File: src/rtl/ir_key_pkg.sv
// Shared types and constants for the IR key controller.
// Event encodings, FSM state encodings and the event record layout.
package ir_key_pkg;

    localparam int EVT_W = 10;

    localparam logic [1:0] EVT_PRESS   = 2'b01;
    localparam logic [1:0] EVT_REPEAT  = 2'b10;
    localparam logic [1:0] EVT_RELEASE = 2'b11;

    localparam int S_IDLE = 0;
    localparam int S_HELD = 1;
    localparam int S_SWAP = 2;

    localparam logic [2:0] ST_IDLE = 3'b001;
    localparam logic [2:0] ST_HELD = 3'b010;
    localparam logic [2:0] ST_SWAP = 3'b100;

    typedef struct packed {
        logic [1:0] typ;
        logic [7:0] code;
    } evt_t;

    function automatic evt_t mk_evt(input logic [1:0] t, input logic [7:0] c);
        evt_t e;
        e.typ  = t;
        e.code = c;
        return e;
    endfunction

endpackage

File: src/rtl/ir_evt_fifo.sv
// Small event FIFO between the key FSM and the CPU peripheral.
// A push into a full FIFO is accepted only if a pop happens in the same cycle.
module ir_evt_fifo
    import ir_key_pkg::*;
#(
    parameter int FIFO_AW = 2
) (
    input  logic               clk,
    input  logic               rst_n,
    input  logic               push,
    input  logic [EVT_W-1:0]   push_data,
    input  logic               pop,
    output logic [EVT_W-1:0]   head,
    output logic               full,
    output logic               empty,
    output logic [FIFO_AW:0]   count,
    output logic               drop
);

    localparam int DEPTH = 2 ** FIFO_AW;

    logic [EVT_W-1:0]   mem_q [DEPTH];
    logic [EVT_W-1:0]   mem_d [DEPTH];
    logic [FIFO_AW-1:0] wr_q, wr_d;
    logic [FIFO_AW-1:0] rd_q, rd_d;
    logic [FIFO_AW:0]   cnt_q, cnt_d;
    logic               do_push;
    logic               do_pop;

    assign empty   = (cnt_q == '0);
    assign full    = cnt_q[FIFO_AW];
    assign count   = cnt_q;
    assign head    = mem_q[rd_q];
    assign do_pop  = pop & ~empty;
    assign do_push = push & (~full | do_pop);
    assign drop    = push & ~do_push;

    // Next-state for storage, pointers and occupancy.
    always_comb begin
        mem_d = mem_q;
        wr_d  = wr_q;
        rd_d  = rd_q;
        cnt_d = cnt_q;
        if (do_push) begin
            mem_d[wr_q] = push_data;
            wr_d        = wr_q + 1'b1;
        end
        if (do_pop) begin
            rd_d = rd_q + 1'b1;
        end
        case ({do_push, do_pop})
            2'b10:   cnt_d = cnt_q + 1'b1;
            2'b01:   cnt_d = cnt_q - 1'b1;
            default: cnt_d = cnt_q;
        endcase
    end

    // FIFO state registers.
    always_ff @(posedge clk or negedge rst_n) begin
        if (!rst_n) begin
            for (int i = 0; i < DEPTH; i++) begin
                mem_q[i] <= '0;
            end
            wr_q  <= '0;
            rd_q  <= '0;
            cnt_q <= '0;
        end else begin
            mem_q <= mem_d;
            wr_q  <= wr_d;
            rd_q  <= rd_d;
            cnt_q <= cnt_d;
        end
    end

endmodule

File: src/rtl/ir_key_ctrl.sv
// IR key controller: strobe synchronisers, held-key FSM and event FIFO.
// Turns receiver strobes into PRESS / REPEAT / RELEASE events for the CPU.
module ir_key_ctrl
    import ir_key_pkg::*;
#(
    parameter int HOLD_TIMEOUT = 6000000,
    parameter int REPEAT_SKIP  = 2,
    parameter int FIFO_AW      = 2
) (
    input  logic       sys_clk,
    input  logic       sys_rst_n,
    input  logic       enable,
    input  logic       ir_data_en,
    input  logic       ir_repeat_en,
    input  logic [7:0] ir_data,
    output logic       evt_valid,
    output logic [1:0] evt_type,
    output logic [7:0] evt_code,
    input  logic       evt_ready,
    output logic       key_held,
    output logic [7:0] held_code,
    output logic       overflow,
    input  logic       overflow_clr
);

    localparam int             CW        = $clog2(HOLD_TIMEOUT + 1);
    localparam logic [CW-1:0]  HOLD_LAST = CW'(HOLD_TIMEOUT - 1);
    localparam logic [3:0]     SKIP_MAX  = 4'(REPEAT_SKIP);

    logic [2:0]       de_sync_q, de_sync_d;
    logic [2:0]       rep_sync_q, rep_sync_d;
    logic             de_rise_q, de_rise_d;
    logic             rep_rise_q, rep_rise_d;
    logic [2:0]       state_q, state_d;
    logic [CW-1:0]    hold_q, hold_d;
    logic [3:0]       skip_q, skip_d;
    logic [7:0]       held_q, held_d;
    logic [7:0]       pend_q, pend_d;
    logic             ovf_q, ovf_d;
    logic             push;
    evt_t             push_evt;
    logic [EVT_W-1:0] head;
    evt_t             head_evt;
    logic             fifo_full;
    logic             fifo_empty;
    logic [FIFO_AW:0] fifo_count;
    logic             fifo_drop;
    logic             fifo_unused;

    // Synchroniser shift and registered rising-edge pulses.
    always_comb begin
        de_sync_d  = {de_sync_q[1:0], ir_data_en};
        rep_sync_d = {rep_sync_q[1:0], ir_repeat_en};
        de_rise_d  = de_sync_q[1] & ~de_sync_q[2];
        rep_rise_d = rep_sync_q[1] & ~rep_sync_q[2];
    end

    // Held-key FSM; at most one event pushed per cycle.
    always_comb begin
        state_d  = state_q;
        hold_d   = hold_q;
        skip_d   = skip_q;
        held_d   = held_q;
        pend_d   = pend_q;
        push     = 1'b0;
        push_evt = mk_evt(EVT_PRESS, 8'h00);
        if (!enable) begin
            if (state_q != ST_IDLE) begin
                push     = 1'b1;
                push_evt = mk_evt(EVT_RELEASE, held_q);
            end
            state_d = ST_IDLE;
            hold_d  = '0;
            skip_d  = '0;
        end else begin
            unique case (1'b1)
                state_q[S_IDLE]: begin
                    if (de_rise_q) begin
                        push     = 1'b1;
                        push_evt = mk_evt(EVT_PRESS, ir_data);
                        held_d   = ir_data;
                        hold_d   = '0;
                        skip_d   = '0;
                        state_d  = ST_HELD;
                    end
                end
                state_q[S_HELD]: begin
                    hold_d = hold_q + 1'b1;
                    if (de_rise_q) begin
                        if (ir_data == held_q) begin
                            hold_d = '0;
                        end else begin
                            push     = 1'b1;
                            push_evt = mk_evt(EVT_RELEASE, held_q);
                            pend_d   = ir_data;
                            state_d  = ST_SWAP;
                        end
                    end else if (rep_rise_q) begin
                        hold_d = '0;
                        if (skip_q < SKIP_MAX) begin
                            skip_d = skip_q + 1'b1;
                        end else begin
                            push     = 1'b1;
                            push_evt = mk_evt(EVT_REPEAT, held_q);
                        end
                    end else if (hold_q == HOLD_LAST) begin
                        push     = 1'b1;
                        push_evt = mk_evt(EVT_RELEASE, held_q);
                        hold_d   = '0;
                        state_d  = ST_IDLE;
                    end
                end
                state_q[S_SWAP]: begin
                    push     = 1'b1;
                    push_evt = mk_evt(EVT_PRESS, pend_q);
                    held_d   = pend_q;
                    hold_d   = '0;
                    skip_d   = '0;
                    state_d  = ST_HELD;
                end
                default: begin
                    state_d = ST_IDLE;
                end
            endcase
        end
    end

    // Sticky overflow; a drop wins over a same-cycle clear.
    always_comb begin
        ovf_d = (ovf_q & ~overflow_clr) | fifo_drop;
    end

    // Controller state registers.
    always_ff @(posedge sys_clk or negedge sys_rst_n) begin
        if (!sys_rst_n) begin
            de_sync_q  <= '0;
            rep_sync_q <= '0;
            de_rise_q  <= 1'b0;
            rep_rise_q <= 1'b0;
            state_q    <= ST_IDLE;
            hold_q     <= '0;
            skip_q     <= '0;
            held_q     <= '0;
            pend_q     <= '0;
            ovf_q      <= 1'b0;
        end else begin
            de_sync_q  <= de_sync_d;
            rep_sync_q <= rep_sync_d;
            de_rise_q  <= de_rise_d;
            rep_rise_q <= rep_rise_d;
            state_q    <= state_d;
            hold_q     <= hold_d;
            skip_q     <= skip_d;
            held_q     <= held_d;
            pend_q     <= pend_d;
            ovf_q      <= ovf_d;
        end
    end

    ir_evt_fifo #(
        .FIFO_AW (FIFO_AW)
    ) u_fifo (
        .clk       (sys_clk),
        .rst_n     (sys_rst_n),
        .push      (push),
        .push_data (push_evt),
        .pop       (evt_ready),
        .head      (head),
        .full      (fifo_full),
        .empty     (fifo_empty),
        .count     (fifo_count),
        .drop      (fifo_drop)
    );

    assign fifo_unused = ^{fifo_full, fifo_count};
    assign head_evt    = evt_t'(head);
    assign evt_valid   = ~fifo_empty;
    assign evt_type    = head_evt.typ;
    assign evt_code    = head_evt.code;
    assign key_held    = state_q[S_HELD];
    assign held_code   = held_q;
    assign overflow    = ovf_q;

endmodule

File: config.mk
export PLATFORM = sky130hd
export DESIGN_NAME = ir_key_ctrl
export DESIGN_NICKNAME = d
export VERILOG_FILES = /design/src/rtl/ir_key_pkg.sv /design/src/rtl/ir_evt_fifo.sv /design/src/rtl/ir_key_ctrl.sv
export SDC_FILE = /design/constraint.sdc
export NUM_CORES = 1
export LEC_CHECK = 0
export BUFFER_PORTS_ARGS = -buffer_cell sky130_fd_sc_hd__buf_2
export CAP_MARGIN = 20
export CORE_ASPECT_RATIO = 1.75
export CORE_MARGIN = 2
export CORE_UTILIZATION = 40
export CTS_BUF_LIST = sky130_fd_sc_hd__clkbuf_4
export DETAILED_ROUTE_END_ITERATION = 10
export SYNTH_ARGS = -nofsm -noshare
export SYNTH_HDL_FRONTEND = slang
export SYNTH_HIERARCHICAL = 1
export SYNTH_SLANG_ARGS = --single-unit
export TNS_END_PERCENT = 30
File: constraint.sdc
create_clock -name sys_clk -period 5.75 [get_ports sys_clk]
set_input_delay 1.15 -clock sys_clk [delete_from_list [all_inputs] [get_ports sys_clk]]
set_output_delay 1.15 -clock sys_clk [all_outputs]
set_load 0.05 [all_outputs]
# Word level (Yosys, flattened, before mapping)
# Index checks and enable logic that the tools add are counted.
[op_classes] n_addsub=6 magnitude_cmp=4 n_eq_ne=11 muxes=47 bitwise=17 reduce_logical=8
[ops] operator="23-bit 2-to-1 mux" n=6
[ops] operator="10-bit 2-to-1 mux" n=10
[ops] operator="23-bit one-hot mux with 3 select lines" n=1
[ops] operator="40-bit bitwise mux" n=1
[ops] operator="10-bit one-hot mux with 3 select lines" n=1
[ops] operator="23-bit by 1-bit adder with 23-bit output (second input constant)" n=1
[ops] operator="23-bit equality test (second input constant)" n=1
[ops] operator="10-bit binary-select mux with 2-bit select" n=1
[ops] operator="10-bit demux with 2-bit select" n=1
[ops] operator="4-bit 2-to-1 mux" n=5
[ops] operator="8-bit 2-to-1 mux" n=2
[ops] operator="8-bit one-hot mux with 2 select lines" n=1
[ops] operator="4-bit one-hot mux with 3 select lines" n=1
[ops] operator="3-bit 2-to-1 mux" n=3
[ops] operator="3-bit != test (second input constant)" n=3
[ops] operator="3-bit one-hot mux with 3 select lines" n=1
[ops] operator="8-bit equality test" n=1
[ops] operator="1-bit 2-to-1 mux" n=8
[ops] operator="1-bit NOT" n=7
[ops] operator="1-bit AND" n=6
[ops] operator="3-bit greater-or-equal comparator (second input constant)" n=2
[ops] operator="2-bit 2-to-1 mux" n=3
[ops] operator="2-bit NOT with 3-bit output" n=2
[ops] operator="3-bit one-hot mux with 2 select lines" n=1
[ops] operator="21 further kinds" n=24
[totals] ff_bits=102 in_bits=15 out_inout_bits=21 elab_cells=110

# Logic depth before layout (Yosys ltp)
# Gate-level depths: netlist of the first run.
[depth] depth_word=10 mapped_depth=14 ltp_nobuf=13

# Cells and area by module
# Netlist of the first run, hierarchy kept.
[by_module_without_submodules] mod="ir_key_ctrl" n_inst=1 cells_per_inst=319 area_per_inst_um2=2989.1 seq_area_each_um2=1377.6
[by_module_without_submodules] mod="ir_evt_fifo" n_inst=1 cells_per_inst=136 area_per_inst_um2=2328.5 seq_area_each_um2=1176.1

# Least setup slack after synthesis of the first run
# No wires, ideal clock.
[synth_path] path_type="input -> register" startpoint="input port ir_data[5]" endpoint="register u_fifo.cnt_q[2] (netlist: u_fifo/count[2])" setup_ns=0.079 arrival_ns=3.482 slack_ns=2.189 path_stages=12 n_path_buf=0 path_cell_list="xor2_1 nor4_1 a21oi_1 nor4b_1 o31ai_2 nand2_1 ha_1 inv_1 fa_1 xor2_1 nor2_1 xor2_1"
[synth_via] elab_chain_len=8 elab_cells_between_ends=10 classes_between="3 x eq/ne; 5 x mux; 1 x bitwise; 1 x reduce/logical"
[synth_rtl] item="from (decl)" line="ir_key_ctrl.sv:15" text="input logic [7:0] ir_data,"
[synth_rtl] item="8-bit equality test (*)" line="ir_key_ctrl.sv:90" text="if (ir_data == held_q) begin"
[synth_rtl] item="1-bit 2-to-1 mux (*)" line="ir_key_ctrl.sv:90"
[synth_rtl] item="1-bit 2-to-1 mux (*)" line="ir_key_ctrl.sv:89" text="if (de_rise_q) begin"
[synth_rtl] item="1-bit one-hot mux with 3 select lines (*)" line="ir_key_ctrl.sv:76" text="unique case (1'b1)"
[synth_rtl] item="1-bit 2-to-1 mux (*)" line="ir_key_ctrl.sv:67" text="if (!enable) begin"
[synth_rtl] item="net push" line="ir_key_ctrl.sv:40" text="logic push;"
[synth_rtl] item="1-bit AND (*)" line="ir_evt_fifo.sv:35" text="assign do_push = push & (~full | do_pop);"
[synth_rtl] item="2-bit by 1-bit equality test with 1-bit output / 2-bit equality test (equally long branches)" line="ir_evt_fifo.sv:51" text="case ({do_push, do_pop})"
[synth_rtl] item="3-bit one-hot mux with 2 select lines / 2-bit nonzero test (equally long branches)"
[synth_rtl] item="to (signal assigned)" line="ir_evt_fifo.sv:71" text="cnt_q <= cnt_d;"
[synth_rtl] item="to (decl)" line="ir_evt_fifo.sv:26" text="logic [FIFO_AW:0] cnt_q, cnt_d;"
# Mark *: on every way through the listed nets, which the timed path passes. The rest lies on a longest branch.
# A chain may end at the register's enable or synchronous reset.

# Worst setup path in the final report of the first run
[layout_path] startpoint="register hold_q[12]" endpoint="register u_fifo.cnt_q[1] (netlist: u_fifo/count[1])"
[layout_via] elab_chain_len=9 elab_cells_between_ends=11 classes_between="3 x eq/ne; 6 x mux; 1 x bitwise; 1 x reduce/logical"
[layout_rtl] item="from (decl)" line="ir_key_ctrl.sv:35" text="logic [CW-1:0] hold_q, hold_d;"
[layout_rtl] item="from (signal assigned)" line="ir_key_ctrl.sv:152" text="hold_q <= hold_d;"
[layout_rtl] item="23-bit equality test (*)" line="ir_key_ctrl.sv:106" text="end else if (hold_q == HOLD_LAST) begin"
[layout_rtl] item="1-bit 2-to-1 mux (*)" line="ir_key_ctrl.sv:106"
[layout_rtl] item="1-bit 2-to-1 mux (*)" line="ir_key_ctrl.sv:98" text="end else if (rep_rise_q) begin"
[layout_rtl] item="1-bit 2-to-1 mux (*)" line="ir_key_ctrl.sv:89"
[layout_rtl] item="1-bit one-hot mux with 3 select lines (*)" line="ir_key_ctrl.sv:76"
[layout_rtl] item="1-bit 2-to-1 mux (*)" line="ir_key_ctrl.sv:67"
[layout_rtl] item="net push" line="ir_key_ctrl.sv:40"
[layout_rtl] item="1-bit AND (*)" line="ir_evt_fifo.sv:35"
[layout_rtl] item="2-bit by 1-bit equality test with 1-bit output / 2-bit equality test (equally long branches)" line="ir_evt_fifo.sv:51"
[layout_rtl] item="3-bit one-hot mux with 2 select lines / 2-bit nonzero test (equally long branches)"
# Marks and branches as above.

==> impl_metrics.yaml, run 1 <==
cts:
  clk_latency_ps: 450
  cts_tree: "done"
  cts_buffer_depth: 2
  htree_levels: 3
  cts_setup_buffers: 0
  root_buffer: "clkbuf_4"
  hold_buffers: 0
  clkTransAtPathRegs_ps: 160
  cts_buffers: 9
  clkSinkCount: 102
  ctsResizeCount: 0
layout:
  syn_to_final_growth_pct: 8.51
  fin_cells: 662
  fillers: 1236
  final_net_count: 508
  drive_gt1_share_pct: 26.1
worst_setup_path:
  cpPeakStageDelay_ps: 520
  worstSetupEndpointType: "flop"
  path_buf_inv: 1
  reg2reg_slack_ps: 2150
  path_cells: "or4b_1, or4_1, nor4_4, nor4b_1, o31ai_2, nand2_1, ha_1, inv_1, fa_1, o21ai_0"
  crit_fanout: 8
  cp_slowest_cell: "or4b_1"
  cp.required_ps: 6140
  critPathTopFamily: "simple AND/OR/NAND/NOR gates"
  arrival_ps: 3980
  crit_path_start_kind: "flop"
  path_class: "reg -> reg"
sta:
  finalHoldViolCount: 0
  max_freq_mhz: 278
  period_minus_slack_ps: 3600
  hold_slack_ps: 365
  fin_tns_setup_ps: 0
  rsz0062_at_grt: "false"
  slew_headroom_pct: 30.1
  fin_crit_sh_pct: 62.6
  finalSetupViolCount: 0
  drv_slew: 0
  skew_ps: 17.2
  tightest_slew_ps: 1040
placed_design:
  place_inst: 645
  place.gp.congestion: 0.799
  dp_hpwl_um: 8030
  io_buffer_count: 35
global_route:
  antenna_found_initial: 1
  grt-ovfl-total: 0
  grt_start_max_net_pins: 57
  track_usage_pct: 16.8
  grt_first_pass_wirelength_um: 19100
  grt_pass1_vias: 3759
synthesis:
  yosys_warnings: 6
  syn_area_sq_mm: 0.00531
  synthCells: 454
  syn-num-nets: 477
  avgSynthCellArea_sq_um: 11.7
die:
  pin_count: 36
  die_h_um: 156
  initial_core_util_pct: 41.0
  die_width_um: 91.1
  die_area_sq_mm: 0.0142
  rows: 55
  core_sq_mm: 0.0129
power:
  p_leak_nw: 2.55
  power_density_mw_per_mm2: 360
  peakVddDrop_mv: 0.128
route:
  vias_per_cell: 5.46
  firstDrtPassIters: 4
  post_drt_wl_per_cell_um: 17.3
  wl_um: 11400
  drt-initial-drc-count: 178
  vias: 3612
  drc: 0
  drtAntennaViolNets: 0
worst_hold_path:
  hold_class: "reg -> reg"
job:
  maxCapViolCount: 0
status:
  status: "complete, no violations"
## area by class of cell
type	instances	area, sq um	area share (%)
antenna	1	2.50	0.0434
clock buffer	10	75.1	1.30
clock inverter	6	62.6	1.09
inverter	12	45.0	0.782
multi-input combinational	322	2610	45.3
sequential	102	2550	44.3
tap	171	214	3.71
timing repair buffer	38	200	3.47
## metrics by stage
stage          util (%)  total power (W)  setup WS (ps)  area (sq um)
6_report           44.5          0.00207           2150          5760
5_1_grt            44.5          0.00220           1920          5760
4_1_cts            44.5          0.00210           2160          5760
3_5_place_dp       43.5          0.00172           1680          5620
3_3_place_gp       43.5          0.00170           1700          5620
2_1_floorplan         -          0.00156           2190          5310
## sequential cells by signal, indices dropped and copies added, names as in the netlist
name / count
u_fifo/rd_q: 2
rep_sync_q: 3
de_rise_q: 1
u_fifo/wr_q: 2
de_sync_q: 3
pend_q: 8
u_fifo/count: 3
hold_q: 23
state_q: 3
overflow: 1
rep_rise_q: 1
held_code: 8
skip_q: 4
u_fifo/mem_q: 40
## cells in the final DEF, fill, tap and decap left out, drive strengths merged, types with 4 or more instances in the layout
cell type / instances
mux2: 49
a21oi: 7
and3: 9
o22ai: 16
o211ai: 7
nand3: 10
nor3: 8
ha: 7
and2: 6
buf: 38
mux2i: 8
dfrtp: 101
or2: 4
nor4: 8
a22oi: 8
mux4: 10
clkbuf: 10
clkinv: 5
o21ai: 27
nand2: 54
nor2: 16
xor2: 15
inv: 12
nor2b: 8
or4: 4
## report_power, final
group	switching, W	internal, W
Combinational	0.000365	0.000317
Sequential	0.000151	0.000867
Clock	0.000237	0.000137
Total	0.000753	0.00132
## path summary, 6_finish.rpt
path | startpoint | end | cells past startpoint
max | hold_q[12] | u_fifo/count[1] | 10
min | rep_sync_q[0] | rep_sync_q[1] | 0
max reg2reg | hold_q[12] | u_fifo/count[1] | 10
min reg2reg | rep_sync_q[0] | rep_sync_q[1] | 0
max in group asynchronous | sys_rst_n | hold_q[17] | 2
min in group asynchronous | sys_rst_n | u_fifo/mem_q[22] | 1
## worst register-to-register path, cell delays in order, from the launching register on
cell and delay, ps:
dfrtp_1 480, or4b_1 520, or4_1 470, nor4_4 380, nor4b_1 110, o31ai_2 460, nand2_1 190, ha_1 270
inv_1 70, fa_1 400, o21ai_0 180
## routing by layer
metal / up-vias / global-route usage, % / wire [um]
li1: 1713 / - / -
met1: 1809 / 19.7 / 4680
met2: 64 / 29.7 / 6060
met3: 26 / 3.08 / 396
met4: 0 / 7.43 / 294
met5: - / 0 / 0
(Power assumes the default switching activity.)
==> run 2: changes to the inputs <==
==> constraint.sdc (replaced) <==
create_clock -name sys_clk -period 3.5 [get_ports sys_clk]
set_input_delay 0.7 -clock sys_clk [delete_from_list [all_inputs] [get_ports sys_clk]]
set_output_delay 0.7 -clock sys_clk [all_outputs]
set_load 0.05 [all_outputs]
==> run 2 against run 1 <==
Effect of this change: sequential share of layout area decreased by 0.43 points; largest cell class unchanged; via count rose by 0.47%; largest power group unchanged; critical endpoint unchanged; flip-flop and latch count did not move; sequential power increased by 64%; first-iteration DRC count fell by 37%; combinational power increased by 66%; utilization rose by 0.44 points; maximum frequency up 13%.
==> impl_metrics.yaml, run 2 (same netlist as run 1, synthesis figures left out) <==
worst_setup_path:
  rr_startpoint: "hold_q[12]"
  crit_path_start_kind: "flop"
  crit_fanout: 8
  cp_slowest_cell: "or4b_1"
  startpoint: "hold_q[12]"
  setup.worst_path.end: "u_fifo/count[1]"
  reg2reg_slack_ps: 320
  path_class: "reg -> reg"
  path_cells: "or4b_1, or4_1, nor4_4, nor4b_1, o31ai_2, nand2_1, ha_1, inv_1, fa_1, o21ai_0"
  reg2reg_depth: 10
  r2r_end: "u_fifo/count[1]"
  cp.required_ps: 3880
  worstSetupEndpointType: "flop"
  arrival_ps: 3560
  cpPeakStageDelay_ps: 510
route:
  post_drt_wl_per_cell_um: 16.9
  firstDrtPassIters: 5
  wl_um: 11300
  drtAntennaViolNets: 0
  vias_per_cell: 5.42
  vias: 3629
  drc: 0
  drt-initial-drc-count: 112
placed_design:
  dp_hpwl_um: 8160
  place.gp.congestion: 0.810
  io_buffer_count: 35
global_route:
  grt_first_pass_wirelength_um: 19000
  grt-ovfl-total: 0
  top_usage_layer: "met2"
  met1_usage_pct: 20.0
  use_met3_pct: 3.13
  grt_start_max_net_pins: 70
  grt_pass1_vias: 3737
  track_usage_pct: 16.9
  antenna_found_initial: 1
  use_met2_pct: 30.1
cts:
  cts_buffers: 9
  root_buffer: "clkbuf_4"
  hold_buffers: 0
  clk_latency_ps: 460
  cts_buffer_depth: 2
  clkTransAtPathRegs_ps: 140
  cts_tree: "done"
  htree_levels: 3
  ctsResizeCount: 0
  clkSinkCount: 102
  cts_setup_buffers: 0
sta:
  tightest_slew_ps: 983
  skew_ps: 25.1
  period_minus_slack_ps: 3180
  max_freq_mhz: 315
  finalHoldViolCount: 0
  rsz0062_at_grt: "false"
  fin_tns_setup_ps: 0
  slew_headroom_pct: 34.0
  finalSetupViolCount: 0
  fin_crit_sh_pct: 90.8
  drv_slew: 0
die:
  pin_count: 36
  die_h_um: 156
  initial_core_util_pct: 41.0
  die_area_sq_mm: 0.0142
  rows: 55
  die_width_um: 91.1
  core_sq_mm: 0.0129
layout:
  drive_gt1_share_pct: 27.0
  final_common_cell: "dfrtp_1"
  reg.largest.list: "u_fifo/mem_q (40), hold_q (23)"
  syn_to_final_growth_pct: 9.57
  largest_reg_flops: 40
  final_net_count: 516
  regMostFlops: "u_fifo/mem_q"
  final_cell_mix: "dfrtp_1 (101), nand2_1 (54), mux2_4 (40), buf_2 (34), o21ai_0 (25)"
power:
  power_w: 0.00340
  peakVddDrop_mv: 0.178
  p_leak_nw: 2.58
  power_density_mw_per_mm2: 584
status:
  status: "complete, no violations"
worst_hold_path:
  hold_class: "in -> async"
job:
  maxCapViolCount: 0
[run 2: critical path, delay by kind of cell (launching register included)]
family                     cells  cell delay [ps]
DFF                            1              470
adders and majority gates      2              650
and+or+nand+nor                5             1470
AOI/OAI and AO/OA              2              440
buffers and inverters          1               80
[run 2: worst min path at each step]
stage	from	endpoint	slack (ps)
4_1_cts	ir_data_en	de_sync_q[0]	320
2_1_floorplan	de_sync_q[0]	de_sync_q[1]	330
5_1_grt	ir_data_en	de_sync_q[0]	310
3_5_place_dp	de_sync_q[0]	de_sync_q[1]	340
3_3_place_gp	rep_sync_q[0]	rep_sync_q[1]	330
6_report	sys_rst_n	u_fifo/mem_q[2]	330
[run 2: area by class of cell]
cell class              instances  area, sq um
repair buffers                 46          260
inverters                      12         45.0
clock inverters                 4         48.8
well taps                     171          214
multi-input cells             322         2610
fillers                      1239         7120
diodes                          2         5.00
flip-flops and latches        102         2550
clock buffers                  11         82.6
[run 2: routing by layer]
metal,vias up,routed length (um)
met5,-,0
met2,53,5980
met4,0,243
met3,15,309
li1,1731,-
met1,1830,4770
[run 2: power breakdown]
group / leakage [nW] / total (W) / internal (W) / switching [W]
clock network: 0.0666 / 0.000604 / 0.000228 / 0.000376
registers: 1.34 / 0.00167 / 0.00143 / 0.000245
logic: 1.17 / 0.00113 / 0.000526 / 0.000599
total: 2.58 / 0.00340 / 0.00218 / 0.00122
[run 2: stage by stage]
| stage | hold slack (ps) | area [sq um] | cells | setup WS [ps] | util, % |
|---|---|---|---|---|---|
| 4_1_cts | 320 | 5810 | 668 | 287 | 44.9 |
| 6_report | 334 | 5820 | 670 | 323 | 45.0 |
| 2_1_floorplan | 331 | 5310 | 454 | 270 | - |
| 3_5_place_dp | 336 | 5680 | 653 | 19.6 | 43.9 |
| 5_1_grt | 312 | 5820 | 669 | 96.9 | 45.0 |
| 3_3_place_gp | 334 | 5680 | 653 | 79.5 | 43.9 |
==> run 3: changes to the inputs <==
==> constraint.sdc (replaced) <==
create_clock -name sys_clk -period 4.1 [get_ports sys_clk]
set_input_delay 0.82 -clock sys_clk [delete_from_list [all_inputs] [get_ports sys_clk]]
set_output_delay 0.82 -clock sys_clk [all_outputs]
set_load 0.1 [all_outputs]
==> run 3 against run 2 <==
Effect of this change: flip-flop and latch count unchanged; maximum frequency shrank 11%; critical endpoint unchanged; critical path type unchanged; setup slack better by 230 ps; largest cell class unchanged; utilization up 0.19 points.
==> impl_metrics.yaml, run 3 (same netlist as run 1, synthesis figures left out) <==
status:
  status: "complete, no violations"
cts:
  cts_buffer_depth: 2
  clkSinkCount: 102
  clkTransAtPathRegs_ps: 150
  cts_buffers: 9
  hold_buffers: 0
  htree_levels: 3
  cts_setup_buffers: 0
  clk_latency_ps: 460
  cts_tree: "done"
  ctsResizeCount: 0
  root_buffer: "clkbuf_4"
layout:
  syn_to_final_growth_pct: 10.0
  seq_area_sq_mm: 0.00255
  final_common_cell: "dfrtp_1"
  largest_reg_flops: 40
  fillers: 1234
  reg.largest.list: "u_fifo/mem_q (40), hold_q (23)"
  final_cell_mix: "dfrtp_1 (101), nand2_1 (54), mux2_4 (40), buf_2 (34), o21ai_0 (25)"
  drive_gt1_share_pct: 26.7
  multi_input_area_sq_mm: 0.00261
  regMostFlops: "u_fifo/mem_q"
  final_net_count: 513
global_route:
  grt-ovfl-total: 0
  track_usage_pct: 16.8
  antenna_found_initial: 1
  grt_start_max_net_pins: 83
  grt_first_pass_wirelength_um: 19000
  grt_pass1_vias: 3742
worst_setup_path:
  rr_startpoint: "hold_q[7]"
  worstSetupEndpointType: "flop"
  path_class: "reg -> reg"
  startpoint: "hold_q[7]"
  cp.required_ps: 4500
  crit_path_start_kind: "flop"
  cpPeakStageDelay_ps: 520
  path_cells: "or4b_1, or4_1, nor4_4, nor4b_1, o31ai_2, nand2_1, ha_1, inv_1, fa_1, o21ai_0"
  crit_fanout: 7
  cp_slowest_cell: "or4b_1"
  arrival_ps: 3950
placed_design:
  pre_cts_ws_ps: 285
  place.gp.congestion: 0.814
  dp_hpwl_um: 8160
  io_buffer_count: 35
power:
  p_leak_nw: 2.59
  peakVddDrop_mv: 0.214
  power_density_mw_per_mm2: 556
  power_w: 0.00325
sta:
  drv_slew: 0
  fin_tns_setup_ps: 0
  period_minus_slack_ps: 3550
  fin_crit_sh_pct: 86.6
  finalSetupViolCount: 0
  slew_headroom_pct: 29.3
  max_freq_mhz: 282
  hold_slack_ps: 232
  skew_ps: 11.3
  setup_slack_ps: 549
  rsz0062_at_grt: "false"
  tightest_slew_ps: 1050
  finalHoldViolCount: 0
route:
  drtAntennaViolNets: 0
  vias: 3618
  drt-initial-drc-count: 138
  drc: 0
  firstDrtPassIters: 6
  wl_um: 11400
  post_drt_wl_per_cell_um: 17.1
  vias_per_cell: 5.42
die:
  rows: 55
  initial_core_util_pct: 41.0
  die_width_um: 91.1
  pin_count: 36
  core_sq_mm: 0.0129
  die_h_um: 156
  die_area_sq_mm: 0.0142
worst_hold_path:
  hold_class: "in -> async"
job:
  maxCapViolCount: 0
[run 3: per-stage QoR]
stage / std cells / instance area, sq um / util [%]
3_5_place_dp: 649 / 5650 / 43.7
4_1_cts: 665 / 5810 / 44.9
6_report: 667 / 5840 / 45.2
3_3_place_gp: 649 / 5650 / 43.7
2_1_floorplan: 454 / 5310 / -
5_1_grt: 667 / 5840 / 45.2
[run 3: final cells by class]
cell class,count,area share [%]
flip-flops and latches,102,43.7
multi-input cells,322,44.6
inverters,12,0.771
clock inverters,6,1.48
diodes,1,0.0428
repair buffers,43,4.41
well taps,171,3.66
clock buffers,10,1.28
[run 3: power breakdown]
part	internal (W)	total [W]	switching (W)
logic	0.000449	0.00123	0.000785
clock network	0.000254	0.000588	0.000334
registers	0.00122	0.00143	0.000211
total	0.00192	0.00325	0.00133
[run 3: final timing paths]
kind	endpoint	slack, ps	cells past startpoint
hold reg to reg	rep_sync_q[1]	370	0
setup / recovery	u_fifo/count[1]	550	10
max in group asynchronous	state_q[0]	3240	2
min in group sys_clk	rep_sync_q[1]	370	0
setup reg to reg	u_fifo/count[1]	550	10
hold / removal	u_fifo/mem_q[30]	230	1
[run 3: worst max-delay path: cells and delay by family, from the launching register on]
kind | cells | cell delay, ps
adder cells (fa/ha/maj) | 2 | 670
AO/OA/AOI/OAI | 2 | 620
buffers and inverters | 1 | 70
flip-flops | 1 | 470
AND/OR/NAND/NOR | 5 | 1670
[run 3: layer usage]
metal,routed length [um],vias up,track usage [%]
met2,6210,47,30.9
met4,221,0,6.64
met3,309,16,2.84
met5,0,-,0
met1,4660,1834,19.2
li1,-,1721,-
